==> src/rtl/fsm_seq_multi.sv <==
// fsm_seq_multi: CH independent synchronised + debounced IDLE->START->STOP->CLEAR sequencers.
// Optional per-channel abort timer: define FSM_TIMEOUT_EN.
module fsm_seq_chan #(
    parameter int DB_CYCLES = 4,
    parameter int CNT_W     = 8,
    parameter int TIMEOUT   = 255
) (
    input  logic             Clock,
    input  logic             Reset,
    input  logic             a,
    input  logic             en,
    input  logic             clr,
    output logic             k1,
    output logic             k2,
    output logic             tout,
    output logic [1:0]       state,
    output logic [CNT_W-1:0] count
);
    typedef enum logic [1:0] {IDLE = 2'b00, START = 2'b01, STOP = 2'b10, CLEAR = 2'b11} state_t;
    localparam int DB_W = $clog2(DB_CYCLES + 1);

    logic [1:0]      sync;
    logic            a_f;
    logic [DB_W-1:0] db_cnt;
    state_t          st, st_n;
    logic            adv, k1_n, k2_n, tout_n;

    always_ff @(posedge Clock) begin
        if (!Reset) begin
            sync   <= '0;
            a_f    <= 1'b0;
            db_cnt <= '0;
        end else begin
            sync <= {sync[0], a};
            if (sync[1] == a_f)
                db_cnt <= '0;
            else if (db_cnt == DB_W'(DB_CYCLES - 1)) begin
                a_f    <= sync[1];
                db_cnt <= '0;
            end else
                db_cnt <= db_cnt + 1'b1;
        end
    end

`ifdef FSM_TIMEOUT_EN
    localparam int TM_W = $clog2(TIMEOUT + 1);
    logic [TM_W-1:0] tmr;

    always_ff @(posedge Clock) begin
        if (!Reset || !en || st == IDLE || st_n != st)
            tmr <= '0;
        else
            tmr <= tmr + 1'b1;
    end
`endif

    // IDLE and STOP advance on a_f=1, START and CLEAR on a_f=0
    always_comb begin
        st_n   = st;
        k1_n   = 1'b0;
        k2_n   = 1'b0;
        tout_n = 1'b0;
        adv    = en && (a_f == ~st[0]);
        if (adv) begin
            st_n = state_t'(st + 2'd1);
            k2_n = (st == STOP);
            k1_n = (st == CLEAR);
        end
`ifdef FSM_TIMEOUT_EN
        else if (en && st != IDLE && tmr == TM_W'(TIMEOUT)) begin
            st_n   = IDLE;
            tout_n = 1'b1;
        end
`endif
    end

    always_ff @(posedge Clock) begin
        if (!Reset) begin
            st    <= IDLE;
            k1    <= 1'b0;
            k2    <= 1'b0;
            tout  <= 1'b0;
            count <= '0;
        end else begin
            st   <= st_n;
            k1   <= k1_n;
            k2   <= k2_n;
            tout <= tout_n;
            if (clr)
                count <= '0;
            else if (k1_n)
                count <= count + 1'b1;
        end
    end

    assign state = st;
endmodule

module fsm_seq_multi #(
    parameter int CH        = 2,
    parameter int DB_CYCLES = 4,
    parameter int CNT_W     = 8,
    parameter int TIMEOUT   = 255
) (
    input  logic                Clock,
    input  logic                Reset,
    input  logic [CH-1:0]       A,
    input  logic [CH-1:0]       En,
    input  logic                Clr,
    output logic [CH-1:0]       K1,
    output logic [CH-1:0]       K2,
    output logic [2*CH-1:0]     State,
    output logic [CNT_W*CH-1:0] Count,
    output logic [CH-1:0]       Tout
);
    for (genvar i = 0; i < CH; i++) begin : g_ch
        fsm_seq_chan #(.DB_CYCLES(DB_CYCLES), .CNT_W(CNT_W), .TIMEOUT(TIMEOUT)) u_ch (
            .Clock (Clock),
            .Reset (Reset),
            .a     (A[i]),
            .en    (En[i]),
            .clr   (Clr),
            .k1    (K1[i]),
            .k2    (K2[i]),
            .tout  (Tout[i]),
            .state (State[2*i +: 2]),
            .count (Count[CNT_W*i +: CNT_W])
        );
    end
endmodule

==> config.mk <==
export PLATFORM = sky130hd
export DESIGN_NAME = fsm_seq_multi
export DESIGN_NICKNAME = d
export VERILOG_FILES = /design/src/rtl/fsm_seq_multi.sv
export SDC_FILE = /design/constraint.sdc
export NUM_CORES = 1
export LEC_CHECK = 0
export BUFFER_PORTS_ARGS = -buffer_cell sky130_fd_sc_hd__buf_2
export CAP_MARGIN = 25
export CELL_PAD_IN_SITES_DETAIL_PLACEMENT = 1
export CELL_PAD_IN_SITES_GLOBAL_PLACEMENT = 2
export CORE_MARGIN = 3
export CORE_UTILIZATION = 32
export CTS_CLUSTER_SIZE = 25
export DETAILED_ROUTE_END_ITERATION = 16
export GPL_TIMING_DRIVEN = 0
export HOLD_SLACK_MARGIN = 0.08
export PLACE_DENSITY_LB_ADDON = 0.1
export SYNTH_ARGS = -nofsm -noshare
export SYNTH_HDL_FRONTEND = slang
export SYNTH_SLANG_ARGS = --single-unit
==> constraint.sdc <==
create_clock -name Clock -period 1.6 [get_ports Clock]
set_clock_uncertainty 0.05 [all_clocks]
set_input_delay 0.08 -clock Clock [delete_from_list [all_inputs] [get_ports Clock]]
set_output_delay 0.08 -clock Clock [all_outputs]
set_load 0.02 [all_outputs]
# Yosys cells after proc, flatten, opt, wreduce, memory -nomap -nowiden
# Cells that the tools add are included.
[totals]
register_bits = 36
input_bits = 7
out_inout_bits = 26
wordCells = 46
[classes]
addsub = 6
n_eq_ne = 10
mux = 2
bitwise_logic = 5
n_reduce_logical = 9
[op_table]
columns = ["operator", "count"]
rows = [
  ["$add A8 B1 Y8 const B", 2],
  ["$eq A2 B2 Y1 const B", 4],
  ["$reduce_and A2 Y1", 4],
  ["$add A3 B1 Y3 const B", 2],
  ["$eq A3 B2 Y1 const B", 2],
  ["$reduce_or A3 Y1", 2],
  ["$not A1 Y1", 5],
  ["$add A2 B1 Y2 const B", 2],
  ["$eq A1 B1 Y1", 4],
  ["$logic_and A1 B1 Y1", 2],
  ["$mux W1", 2],
  ["$reduce_or A2 Y1", 1],
]

# Longest topological paths before layout
# Gate-level depths: netlist of the first run.
[depth]
depth_word = 4
ltp_mapped = 5

# Hierarchy
# A second synthesis of the first run with hierarchy kept.
[hier_totals]
cells_unflattened = 172
hier_area_um2 = 1616.6
[by_module_without_submodules]
columns = ["module", "instances", "cells_each", "area_each_um2"]
rows = [
  ["fsm_seq_chan", 2, 86, 808.3],
]

# Worst setup path after synthesis of the first run
# Ideal clock, no wire load.
[synth_timing]
path_kind = "reg2reg"
startpoint = "register g_ch[0].u_ch.st[0]"
endpoint = "register g_ch[0].u_ch.count[6]"
setup_time_ns = 0.116
arrival_time_ns = 1.408
required_time_ns = 1.434
slack_ns = 0.025
stages_incl_launch_ff = 6
n_path_buf = 0
synth_period_minus_slack_ns = 1.575
path_cell_list = "dfxtp_1 ha_1 nand2_1 nor2_1 a31oi_1 a41o_1"
[synth_between]
elab_chain_len = 4
[synth_lines]
columns = ["item", "line", "rtl"]
rows = [
  ["start: declaration", "25", "state_t st, st_n;"],
  ["start signal: assignment", "85", "st <= st_n;"],
  ["$not A1 Y1", "63", "adv = en && (a_f == ~st[0]);"],
  ["$eq A1 B1 Y1", "63", ""],
  ["$logic_and A1 B1 Y1", "63", ""],
  ["$mux W1 (*)", "64", "if (adv) begin"],
  ["end signal: assignment", "92", "count <= count + 1'b1;"],
  ["end: declaration", "17", "output logic [CNT_W-1:0] count"],
]
# Mark *: on every way between the ends. The rest lies on a longest branch, timed or not.
# A chain may end at the register's enable or synchronous reset.

# Worst setup path after layout of the first run
[layout_timing]
startpoint = "register g_ch[1].u_ch.st[1]"
endpoint = "register g_ch[1].u_ch.count[7]"
[layout_between]
elab_chain_len = 2
[layout_lines]
columns = ["item", "line", "rtl"]
rows = [
  ["start: declaration", "25", ""],
  ["start signal: assignment", "85", ""],
  ["$eq A2 B2 Y1", "67", "k1_n = (st == CLEAR);"],
  ["$mux W1", "64", ""],
  ["end signal: assignment", "92", ""],
  ["end: declaration", "17", ""],
]
# Every way passes these cells.

==> run_results.csv, run 1 <==
group,metric,value,unit
synthesis,synth_area_per_cell,9.683,sq um
route,first_pass_iters,2,
timing,fmax,687.7,MHz
finish,fin_nets,222,
synthesis,yosys.cell_types.count,32,
floorplan,die_x,75.80,microns
global_route,grt-ovfl-total,0,
clock_tree,cts_tree,"yes",
clock_tree,cts-root-buf,"clkbuf_8",
synthesis,synth_top_cell_area_share,46.23,%
clock_tree,cts_sinks,36,
global_route,antenna_found_initial,0,
synthesis,seq_area_frac_synth,46.23,%
synthesis,synth_edf_count,0,
placement,port_buffers,30,
timing,period_needed,1454,ps
route,drc,0,
synthesis,syn_inst,161,
setup_path,cp_cell_sequence,"ha_1, nand4_1, nor4b_2, xnor2_1, nor2_1",
synthesis,synthTopCellsByArea,"dfxtp_1 46%, ha_1 8.0%, xnor2_1 6.7%",
timing,timing.final.crit_share,90.88,%
floorplan,rows,24,
power_and_ir_drop,combinationalPowerShare,3.4,%
synthesis,yosysMostFrequentCell,"dfxtp_1",
floorplan,die_y,75.80,microns
clock_tree,htree_levels,2,
finish,layout-drive-gt1-share,26.21,%
finish,area_growth,25.68,%
setup_path,cpPeakStageDelay,390,ps
clock_tree,clock_latency,290,ps
synthesis,synth.largest_area_cell,"dfxtp_1",
route,avgViaCountPerCell,4.443,
route,wire_per_inst,12.33,microns
finish,fin_util,43.21,%
run,maxCapViolations,0,
synthesis,synthesis.area,1559,sq um
floorplan,core-area,4534,sq um
synthesis,yosys_warnings,0,
setup_path,path_max_fanout,4,
hold_path,min-delay-path-class,"in2reg",
global_route,grt_usage,12.85,%
synthesis,netlist_top_cells_count,"36 x dfxtp_1, 23 x nor2_1, 12 x xnor2_1",
setup_path,critPathKind,"reg2reg",
setup_path,critPathRequiredTime,1730,ps
route,drtIter0Drc,30,
placement,gp_congestion,0.7492,
power_and_ir_drop,seq_power_share,55.7,%
setup_path,cp_top_family,"simple AND/OR/NAND/NOR gates",
placement,postPlaceCellArea,1794,sq um
route,vias,1204,
floorplan,die_area,5746,sq um
hold_path,min_from,"En[1]",
timing,slew_viol_final,0,
synthesis,async_reset_ff_share,0,%
power_and_ir_drop,power_density,828.5,nW/um^2
setup_path,crit_path_end_kind,"register",
setup_path,crit_start,"g_ch[1].u_ch.state[1]$_SDFFE_PN0P_",
clock_tree,path_clk_slew,70,ps
run_status,outcome,"finished clean",
setup_path,cp.buffers_inverters,0,
finish,stdcell_area,1959,sq um
setup_path,slowest_stage,"dfxtp_1",
synthesis,synth_flop_cell,"dfxtp_1",
timing,rsz0062_at_grt,"false",
timing,setup_viol,0,
power_and_ir_drop,power.switching,0.3436,mW
route,routed_wl,3341,microns
power_and_ir_drop,p_sw_share,21.17,%
placement,dpl.hpwl,2496,microns
power_and_ir_drop,power.total,1.623,mW
setup_path,crit_path_start_kind,"register",
global_route,grt_pass1_vias,1215,
setup_path,arrival,1580,ps
clock_tree,clockBufferDepth,2,
clock_tree,cts_made_buffers,5,
route,ant_nets,0,
timing,hold_viol,0,
finish,n_antenna_cell,0,
power_and_ir_drop,clkPwrFrac,40.8,%
clock_tree,cts_setup_buffers,0,
global_route,grt_pass1_wl,5402,microns
floorplan,io_pins,33,
power_and_ir_drop,ir_drop,0.0004816,V
global_route,grt_max_degree,11,
synthesis,ys_ff_latch,36,
floorplan,initial_utilization,34.38,%
setup_path,r2r-start,"g_ch[1].u_ch.state[1]$_SDFFE_PN0P_",
power_and_ir_drop,intPower,1.280,mW
power_and_ir_drop,leakagePower,0.8442,nW
## through the flow
stage	hold slack, ps	std cells	setup TNS (ps)	worst slack, ps
6_report	107.0	271	0	145.9
5_1_grt	114.0	271	0	17.69
4_1_cts	94.54	271	-113.9	-59.82
3_5_place_dp	240.0	257	-91.38	-50.39
3_3_place_gp	235.3	257	-7.794	-7.794
2_1_floorplan	157.3	162	0	25.37
## worst min-delay path, delay by kind of cell
family                 cells  cell delay [ps]
muxes                      1               90
and+or+nand+nor            1              100
buffers and inverters      1              130
## worst paths after layout
| kind | to | slack (ps) | depth (start not counted) |
|---|---|---|---|
| setup / recovery | g_ch[1].u_ch.count[7]$_SDFFE_PP0P_ | 150 | 5 |
| hold / removal | g_ch[1].u_ch.state[0]$_SDFFE_PN0P_ | 110 | 3 |
| setup reg to reg | g_ch[1].u_ch.count[7]$_SDFFE_PP0P_ | 150 | 5 |
| hold reg to reg | g_ch[0].u_ch.db_cnt[0]$_SDFF_PP0_ | 370 | 1 |
## kinds of logic after synthesis
group	Yosys count	synth area share, %
compound gates	9	3.933
simple gates	70	24.00
mux	4	2.568
xor+xnor	16	9.952
fa+ha+maj	10	8.026
flops	36	46.23
other cells	1	0.2405
buf+inv	15	5.056
## what timing repair did
item | CTS | global route
setup endpoints to repair | 2 | 14
endpoints found under the hold margin | 7 | 0
hold buffers | 6 | 0
gates resized for setup | 0 | 7
## sequential cells by signal (all words and copies together) (netlist names)
register,count
g_ch.u_ch.k2,2
g_ch.u_ch.db_cnt,6
g_ch.u_ch.a_f,2
g_ch.u_ch.k1,2
g_ch.u_ch.sync,4
g_ch.u_ch.count,16
g_ch.u_ch.state,4
## placed cells by master, fill, tap and decap left out, types with 2 or more instances in the layout
cell type	n
dfxtp_1	34
buf_2	30
nor2_1	22
xnor2_1	12
nand2_1	10
ha_1	10
inv_1	6
and2_1	6
buf_4	6
clkbuf_8	6
dlygate4sd3_1	6
nor2b_1	5
nor3_1	5
nand3_1	4
mux2i_1	4
clkbuf_1	3
nand4_1	3
o21ai_0	3
xnor2_2	2
o211a_1	2
nor4_2	2
and3_1	2
xor2_1	2
nand3b_1	2
nor3b_1	2
a21oi_1	2
nor4b_2	2
conb_1	2
dfxtp_2	2
## per-layer routing
metal / global-route usage, % / vias to the layer above / wire length [microns]
met5: 0 / - / 0
met4: 5.437 / 0 / 47
met3: 4.749 / 5 / 171
met2: 23.38 / 22 / 1733
met1: 13.05 / 567 / 1388
li1: - / 610 / -
## cell type report
cell class / instances / area, sq um
Timing Repair Buffer: 36 / 210.2
Buffer: 9 / 57.56
Clock buffer: 8 / 90.09
Tap cell: 65 / 81.33
Multi-Input combinational cell: 111 / 774.5
Sequential cell: 36 / 723.2
Inverter: 6 / 22.52
Fill cell: 526 / 2575
## power groups by stage
stage | logic (mW) | clock network [mW] | registers, mW
3_3_place_gp | 0.0454 | 0 | 0.925
3_5_place_dp | 0.0469 | 0 | 0.925
4_1_cts | 0.0563 | 0.693 | 0.904
5_1_grt | 0.0618 | 0.736 | 0.904
2_1_floorplan | 0.0275 | 0 | 0.924
6_report | 0.0559 | 0.663 | 0.904
Note: power is estimated with default switching activity, not from simulation.
==> run 2: changes to the inputs <==
--- a/config.mk
+++ b/config.mk
@@ -16,6 +16,7 @@
 export GPL_TIMING_DRIVEN = 0
 export HOLD_SLACK_MARGIN = 0.08
 export PLACE_DENSITY_LB_ADDON = 0.1
+export RECOVER_POWER = 50
 export SYNTH_ARGS = -nofsm -noshare
 export SYNTH_HDL_FRONTEND = slang
 export SYNTH_SLANG_ARGS = --single-unit
==> run 2 against run 1 <==
Against the previous run: flip-flop and latch count unchanged; hold slack worse by 4.1 ps; largest power group unchanged; non-clock buffer count unchanged; maximum frequency up 0.13%; register-to-register slack about the same; sequential share of layout area up 0.55 points.
==> run_results.csv, run 2 (synthesis results as in run 1) <==
group,metric,value,unit
power_and_ir_drop,leakagePower,0.7425,nW
route,wire_per_inst,12.40,microns
global_route,grt-ovfl-total,0,
setup_path,crit_path_end_kind,"register",
finish,n_antenna_cell,0,
hold_path,min-delay-path-class,"in2reg",
power_and_ir_drop,intPower,1.280,mW
clock_tree,cts_made_buffers,5,
finish,layout_common_cells,"34 x dfxtp_1, 26 x clkbuf_1, 22 x nor2_1",
timing,tns,0,ps
timing,hold_slack,102.9,ps
setup_path,slowest_stage,"dfxtp_1",
route,avgViaCountPerCell,4.458,
power_and_ir_drop,clkPwrFrac,40.9,%
setup_path,crit_path_start_kind,"register",
timing,timing.final.crit_share,90.76,%
setup_path,r2r_end,"g_ch[1].u_ch.count[7]$_SDFFE_PP0P_",
floorplan,initial_utilization,34.38,%
power_and_ir_drop,combinationalPowerShare,3.4,%
setup_path,cp_cell_sequence,"ha_1, nand4_1, nor4b_2, xnor2_1, nor2_1",
floorplan,die_y,75.80,microns
route,ant_nets,0,
setup_path,r2r_cells,5,
setup_path,critPathKind,"reg2reg",
placement,dpl.hpwl,2496,microns
timing,layout_setup_ws,147.8,ps
finish,layout-drive-gt1-share,15.05,%
run_status,outcome,"finished clean",
clock_tree,clockBufferDepth,2,
setup_path,cpPeakStageDelay,390,ps
clock_tree,htree_levels,2,
finish,mostFrequentLayoutCell,"dfxtp_1",
route,routed_wl,3360,microns
floorplan,die_x,75.80,microns
route,drtIter0Drc,29,
setup_path,r2r-start,"g_ch[1].u_ch.state[1]$_SDFFE_PN0P_",
global_route,grt_pass1_vias,1215,
setup_path,critPathRequiredTime,1730,ps
clock_tree,cts_sinks,36,
route,drc,0,
finish,largest_register_ffs,16,
global_route,grt_usage,12.85,%
finish,area_growth,23.84,%
timing,setup_viol,0,
clock_tree,cts_tree,"yes",
timing,fmax,688.6,MHz
placement,gp_congestion,0.7492,
clock_tree,cts_setup_buffers,0,
finish,largest-register,"g_ch.u_ch.count",
power_and_ir_drop,power_density,840.9,nW/um^2
finish,fin_nets,222,
setup_path,crit_start,"g_ch[1].u_ch.state[1]$_SDFFE_PN0P_",
placement,port_buffers,30,
floorplan,core-area,4534,sq um
setup_path,endpoint,"g_ch[1].u_ch.count[7]$_SDFFE_PP0P_",
clock_tree,clock_latency,290,ps
setup_path,arrival,1580,ps
placement,dp_slack,-50.39,ps
power_and_ir_drop,power.switching,0.3438,mW
power_and_ir_drop,power.total,1.623,mW
timing,hold_viol,0,
floorplan,rows,24,
route,first_pass_iters,2,
clock_tree,path_clk_slew,70,ps
global_route,antenna_found_initial,0,
run,maxCapViolations,0,
finish,largest_registers,"g_ch.u_ch.count x16, g_ch.u_ch.db_cnt x6",
timing,rsz0062_at_grt,"false",
timing,slew_viol_final,0,
floorplan,io_pins,33,
global_route,grt_max_degree,11,
power_and_ir_drop,ir_drop,0.0004816,V
setup_path,r2r_slack,150,ps
clock_tree,cts-root-buf,"clkbuf_8",
power_and_ir_drop,p_sw_share,21.18,%
floorplan,die_area,5746,sq um
route,vias,1208,
power_and_ir_drop,seq_power_share,55.7,%
timing,period_needed,1452,ps
setup_path,path_max_fanout,4,
global_route,grt_pass1_wl,5402,microns
-- run 2: cell count changes in the layout (fill, tap and decap cells not counted) --
| cell | before | now |
|---|---|---|
| buf_2 | 30 | 7 |
| clkbuf_1 | 3 | 26 |
-- run 2: worst min path at each step --
stage,cells after the start,slack (ps),start,to
final,3,100,En[1],g_ch[1].u_ch.state[0]$_SDFFE_PN0P_
after global placement,2,240,A[1],g_ch[1].u_ch.sync[0]$_SDFF_PN0_
after CTS,3,90,En[1],g_ch[1].u_ch.state[0]$_SDFFE_PN0P_
after global routing,3,110,En[1],g_ch[1].u_ch.state[0]$_SDFFE_PN0P_
after floorplan,1,160,A[0],g_ch[0].u_ch.sync[0]$_SDFF_PN0_
after detailed placement,2,240,A[0],g_ch[0].u_ch.sync[0]$_SDFF_PN0_
-- run 2: power groups by stage --
stage | clock, mW | combinational [mW] | sequential (mW)
after floorplan | 0 | 0.0275 | 0.924
after global placement | 0 | 0.0454 | 0.925
after detailed placement | 0 | 0.0469 | 0.925
after CTS | 0.693 | 0.0563 | 0.904
after global routing | 0.736 | 0.0618 | 0.904
final | 0.663 | 0.0558 | 0.904
-- run 2: layout make-up --
type | instances | area [sq um]
Buffer | 9 | 57.56
Clock buffer | 8 | 90.09
Fill cell | 537 | 2604
Inverter | 6 | 22.52
Multi-Input combinational cell | 111 | 774.5
Sequential cell | 36 | 723.2
Tap cell | 65 | 81.33
Timing Repair Buffer | 36 | 181.4
-- run 2: per-layer routing --
layer | part of all wire (%) | GRT usage, %
met1 | 41 | 13.05
met2 | 52 | 23.38
met3 | 5.3 | 4.749
met4 | 1.4 | 5.437
met5 | 0 | 0
-- run 2: critical path, delay by kind of cell, from the launching register on --
family        cells  cell delay [ps]
fa+ha+maj         1              210
flops             1              390
simple gates      3              560
xor+xnor          1              150
-- run 2: repair_timing --
action                     4_1_cts  5_1_grt
resized for setup                0        7
hold endpoints to repair         7        0
hold buffers                     6        0
setup endpoints to repair        2       14
pin swaps                        0        0
-- run 2: per-stage QoR --
| stage | instance area [sq um] | std cells | utilization [%] |
|---|---|---|---|
| 2_1_floorplan | 1563 | 162 | - |
| 3_3_place_gp | 1794 | 257 | 39.57 |
| 3_5_place_dp | 1794 | 257 | 39.57 |
| 4_1_cts | 1944 | 271 | 42.88 |
| 5_1_grt | 1931 | 271 | 42.58 |
| 6_report | 1931 | 271 | 42.58 |
==> run 3: changes to the inputs <==
--- a/config.mk
+++ b/config.mk
@@ -17,6 +17,7 @@
 export HOLD_SLACK_MARGIN = 0.08
 export PLACE_DENSITY_LB_ADDON = 0.1
 export RECOVER_POWER = 50
+export SETUP_SLACK_MARGIN = 0.5
 export SYNTH_ARGS = -nofsm -noshare
 export SYNTH_HDL_FRONTEND = slang
 export SYNTH_SLANG_ARGS = --single-unit
==> run 3 against run 2 <==
Against the previous run: flip-flop and latch count unchanged; setup slack better by 45 ps; non-clock buffer count up 12; cell count up 4.8%; first-iteration DRC count up 62%.
==> run_results.csv, run 3 (synthesis results as in run 1) <==
group,metric,value,unit
finish,largest_register_ffs,16,
finish,n_antenna_cell,0,
timing,setup_viol,0,
hold_path,min_from,"Reset",
route,routed_wl,3789,microns
placement,postPlaceCellArea,1921,sq um
floorplan,die_y,75.80,microns
clock_tree,cts-root-buf,"clkbuf_8",
route,drtIter0Drc,47,
setup_path,crit_path_end_kind,"register",
finish,layout_common_cells,"27 x clkbuf_1, 21 x nor2_1, 20 x dfxtp_1",
placement,gp_congestion,0.7010,
timing,tns,0,ps
hold_path,min-delay-path-class,"in2reg",
finish,largest_registers,"g_ch.u_ch.count x16, g_ch.u_ch.db_cnt x6",
timing,maxSlewHeadroom,64.82,%
timing,rsz0062_at_grt,"true",
finish,fin_nets,235,
setup_path,arrival,1520,ps
run,maxCapViolations,0,
clock_tree,cts_sinks,36,
power_and_ir_drop,ir_drop,0.0005313,V
finish,largest-register,"g_ch.u_ch.count",
timing,period_needed,1407,ps
global_route,grt_pass1_wl,6168,microns
global_route,grt_max_degree,11,
floorplan,initial_utilization,34.38,%
timing,hold_viol,0,
global_route,grt_usage,14.11,%
placement,port_buffers,30,
finish,final_cells,284,
placement,dp_slack,179.6,ps
route,drc,0,
run_status,outcome,"finished clean",
route,avgViaCountPerCell,4.539,
route,vias,1289,
power_and_ir_drop,power_density,676.5,nW/um^2
global_route,grt_pass1_vias,1344,
finish,layout-drive-gt1-share,36.07,%
global_route,antenna_found_initial,0,
timing,timing.final.crit_share,87.95,%
route,wire_per_inst,13.34,microns
setup_path,crit_start,"g_ch[1].u_ch.state[0]$_SDFFE_PN0P_",
power_and_ir_drop,leakagePower,0.9295,nW
route,first_pass_iters,4,
setup_path,r2r-start,"g_ch[1].u_ch.state[0]$_SDFFE_PN0P_",
setup_path,crit_path_start_kind,"register",
clock_tree,cts_made_buffers,5,
clock_tree,clock_latency,280,ps
floorplan,io_pins,33,
setup_path,r2r_end,"g_ch[1].u_ch.count[7]$_SDFFE_PP0P_",
timing,layout_setup_ws,192.8,ps
global_route,grt-ovfl-total,0,
finish,mostFrequentLayoutCell,"clkbuf_1",
clock_tree,cts_tree,"yes",
placement,dp.cells,257,
setup_path,r2r_slack,190,ps
setup_path,endpoint,"g_ch[1].u_ch.count[7]$_SDFFE_PP0P_",
floorplan,rows,24,
timing,fmax,710.6,MHz
clock_tree,htree_levels,2,
setup_path,critPathKind,"reg2reg",
floorplan,core-area,4534,sq um
route,ant_nets,0,
floorplan,die_x,75.80,microns
finish,stdcell_area,2364,sq um
clock_tree,path_clk_slew,70,ps
power_and_ir_drop,power.total,1.599,mW
setup_path,path_max_fanout,2,
timing,slew_viol_final,0,
finish,area_growth,51.61,%
placement,dpl.hpwl,2557,microns
floorplan,die_area,5746,sq um
timing,worst_pin_slew,527.7,ps
setup_path,critPathRequiredTime,1710,ps
setup_path,r2r_cells,5,
clock_tree,clockBufferDepth,2,
run 3: cell count changes in the layout (fill, tap and decap cells not counted), moves of 5 or more:
cell	before	now
ha_1	10	2
dfxtp_4	0	8
dfxtp_1	34	20
buf_4	6	16
dfxtp_2	2	8
ha_4	0	8
nor3_1	5	0
run 3: cell type report:
cell class / instances / area [sq um]
fill: 517 / 2171
multi-input combinational: 112 / 1056
sequential: 36 / 760.7
timing repair buffer: 48 / 296.5
clock buffer: 8 / 90.09
tap: 65 / 81.33
buffer: 9 / 56.30
inverter: 6 / 22.52
run 3: metal layers:
layer | global-route usage (%) | routed length (microns)
met5 | 0 | 0
met4 | 4.660 | 15
met3 | 3.562 | 112
met2 | 26.33 | 2130
met1 | 15.34 | 1531
run 3: worst min path at each step:
stage | end | slack [ps] | cells past startpoint
final | g_ch[1].u_ch.k2$_SDFF_PN0_ | 100 | 2
after global routing | g_ch[1].u_ch.k2$_SDFF_PN0_ | 100 | 2
after CTS | g_ch[1].u_ch.k2$_SDFF_PN0_ | 90 | 2
after detailed placement | g_ch[0].u_ch.sync[0]$_SDFF_PN0_ | 240 | 2
after global placement | g_ch[1].u_ch.sync[0]$_SDFF_PN0_ | 240 | 2
after floorplan | g_ch[0].u_ch.state[0]$_SDFFE_PN0P_ | 160 | 1
run 3: where the power goes:
part / leakage [nW] / internal (mW) / switching, mW / total, mW
clock network: 0.0455 / 0.351 / 0.298 / 0.649
registers: 0.301 / 0.888 / 0.00332 / 0.892
logic: 0.583 / 0.0257 / 0.0324 / 0.0581
total: 0.929 / 1.27 / 0.334 / 1.60
run 3: worst max-delay path: stages, from the launching register on:
cell     delay [ps]
dfxtp_1         400
ha_4            160
nand4_1         150
nor4b_2         310
xnor2_1         160
nor2_1           60
run 3: metrics by stage:
step | util [%] | hold WS [ps]
2_1_floorplan | - | 156.8
3_3_place_gp | 42.36 | 235.2
3_5_place_dp | 42.36 | 242.3
4_1_cts | 51.16 | 85.26
5_1_grt | 52.12 | 96.31
6_report | 52.12 | 95.09
run 3: timing repair:
action,4_1_cts,5_1_grt
setup endpoints to repair,29,30
gates resized for setup,29,12
endpoints found under the hold margin,5,0
cloned,1,0
hold buffers,4,0
pin swaps,21,14
setup buffers,11,3
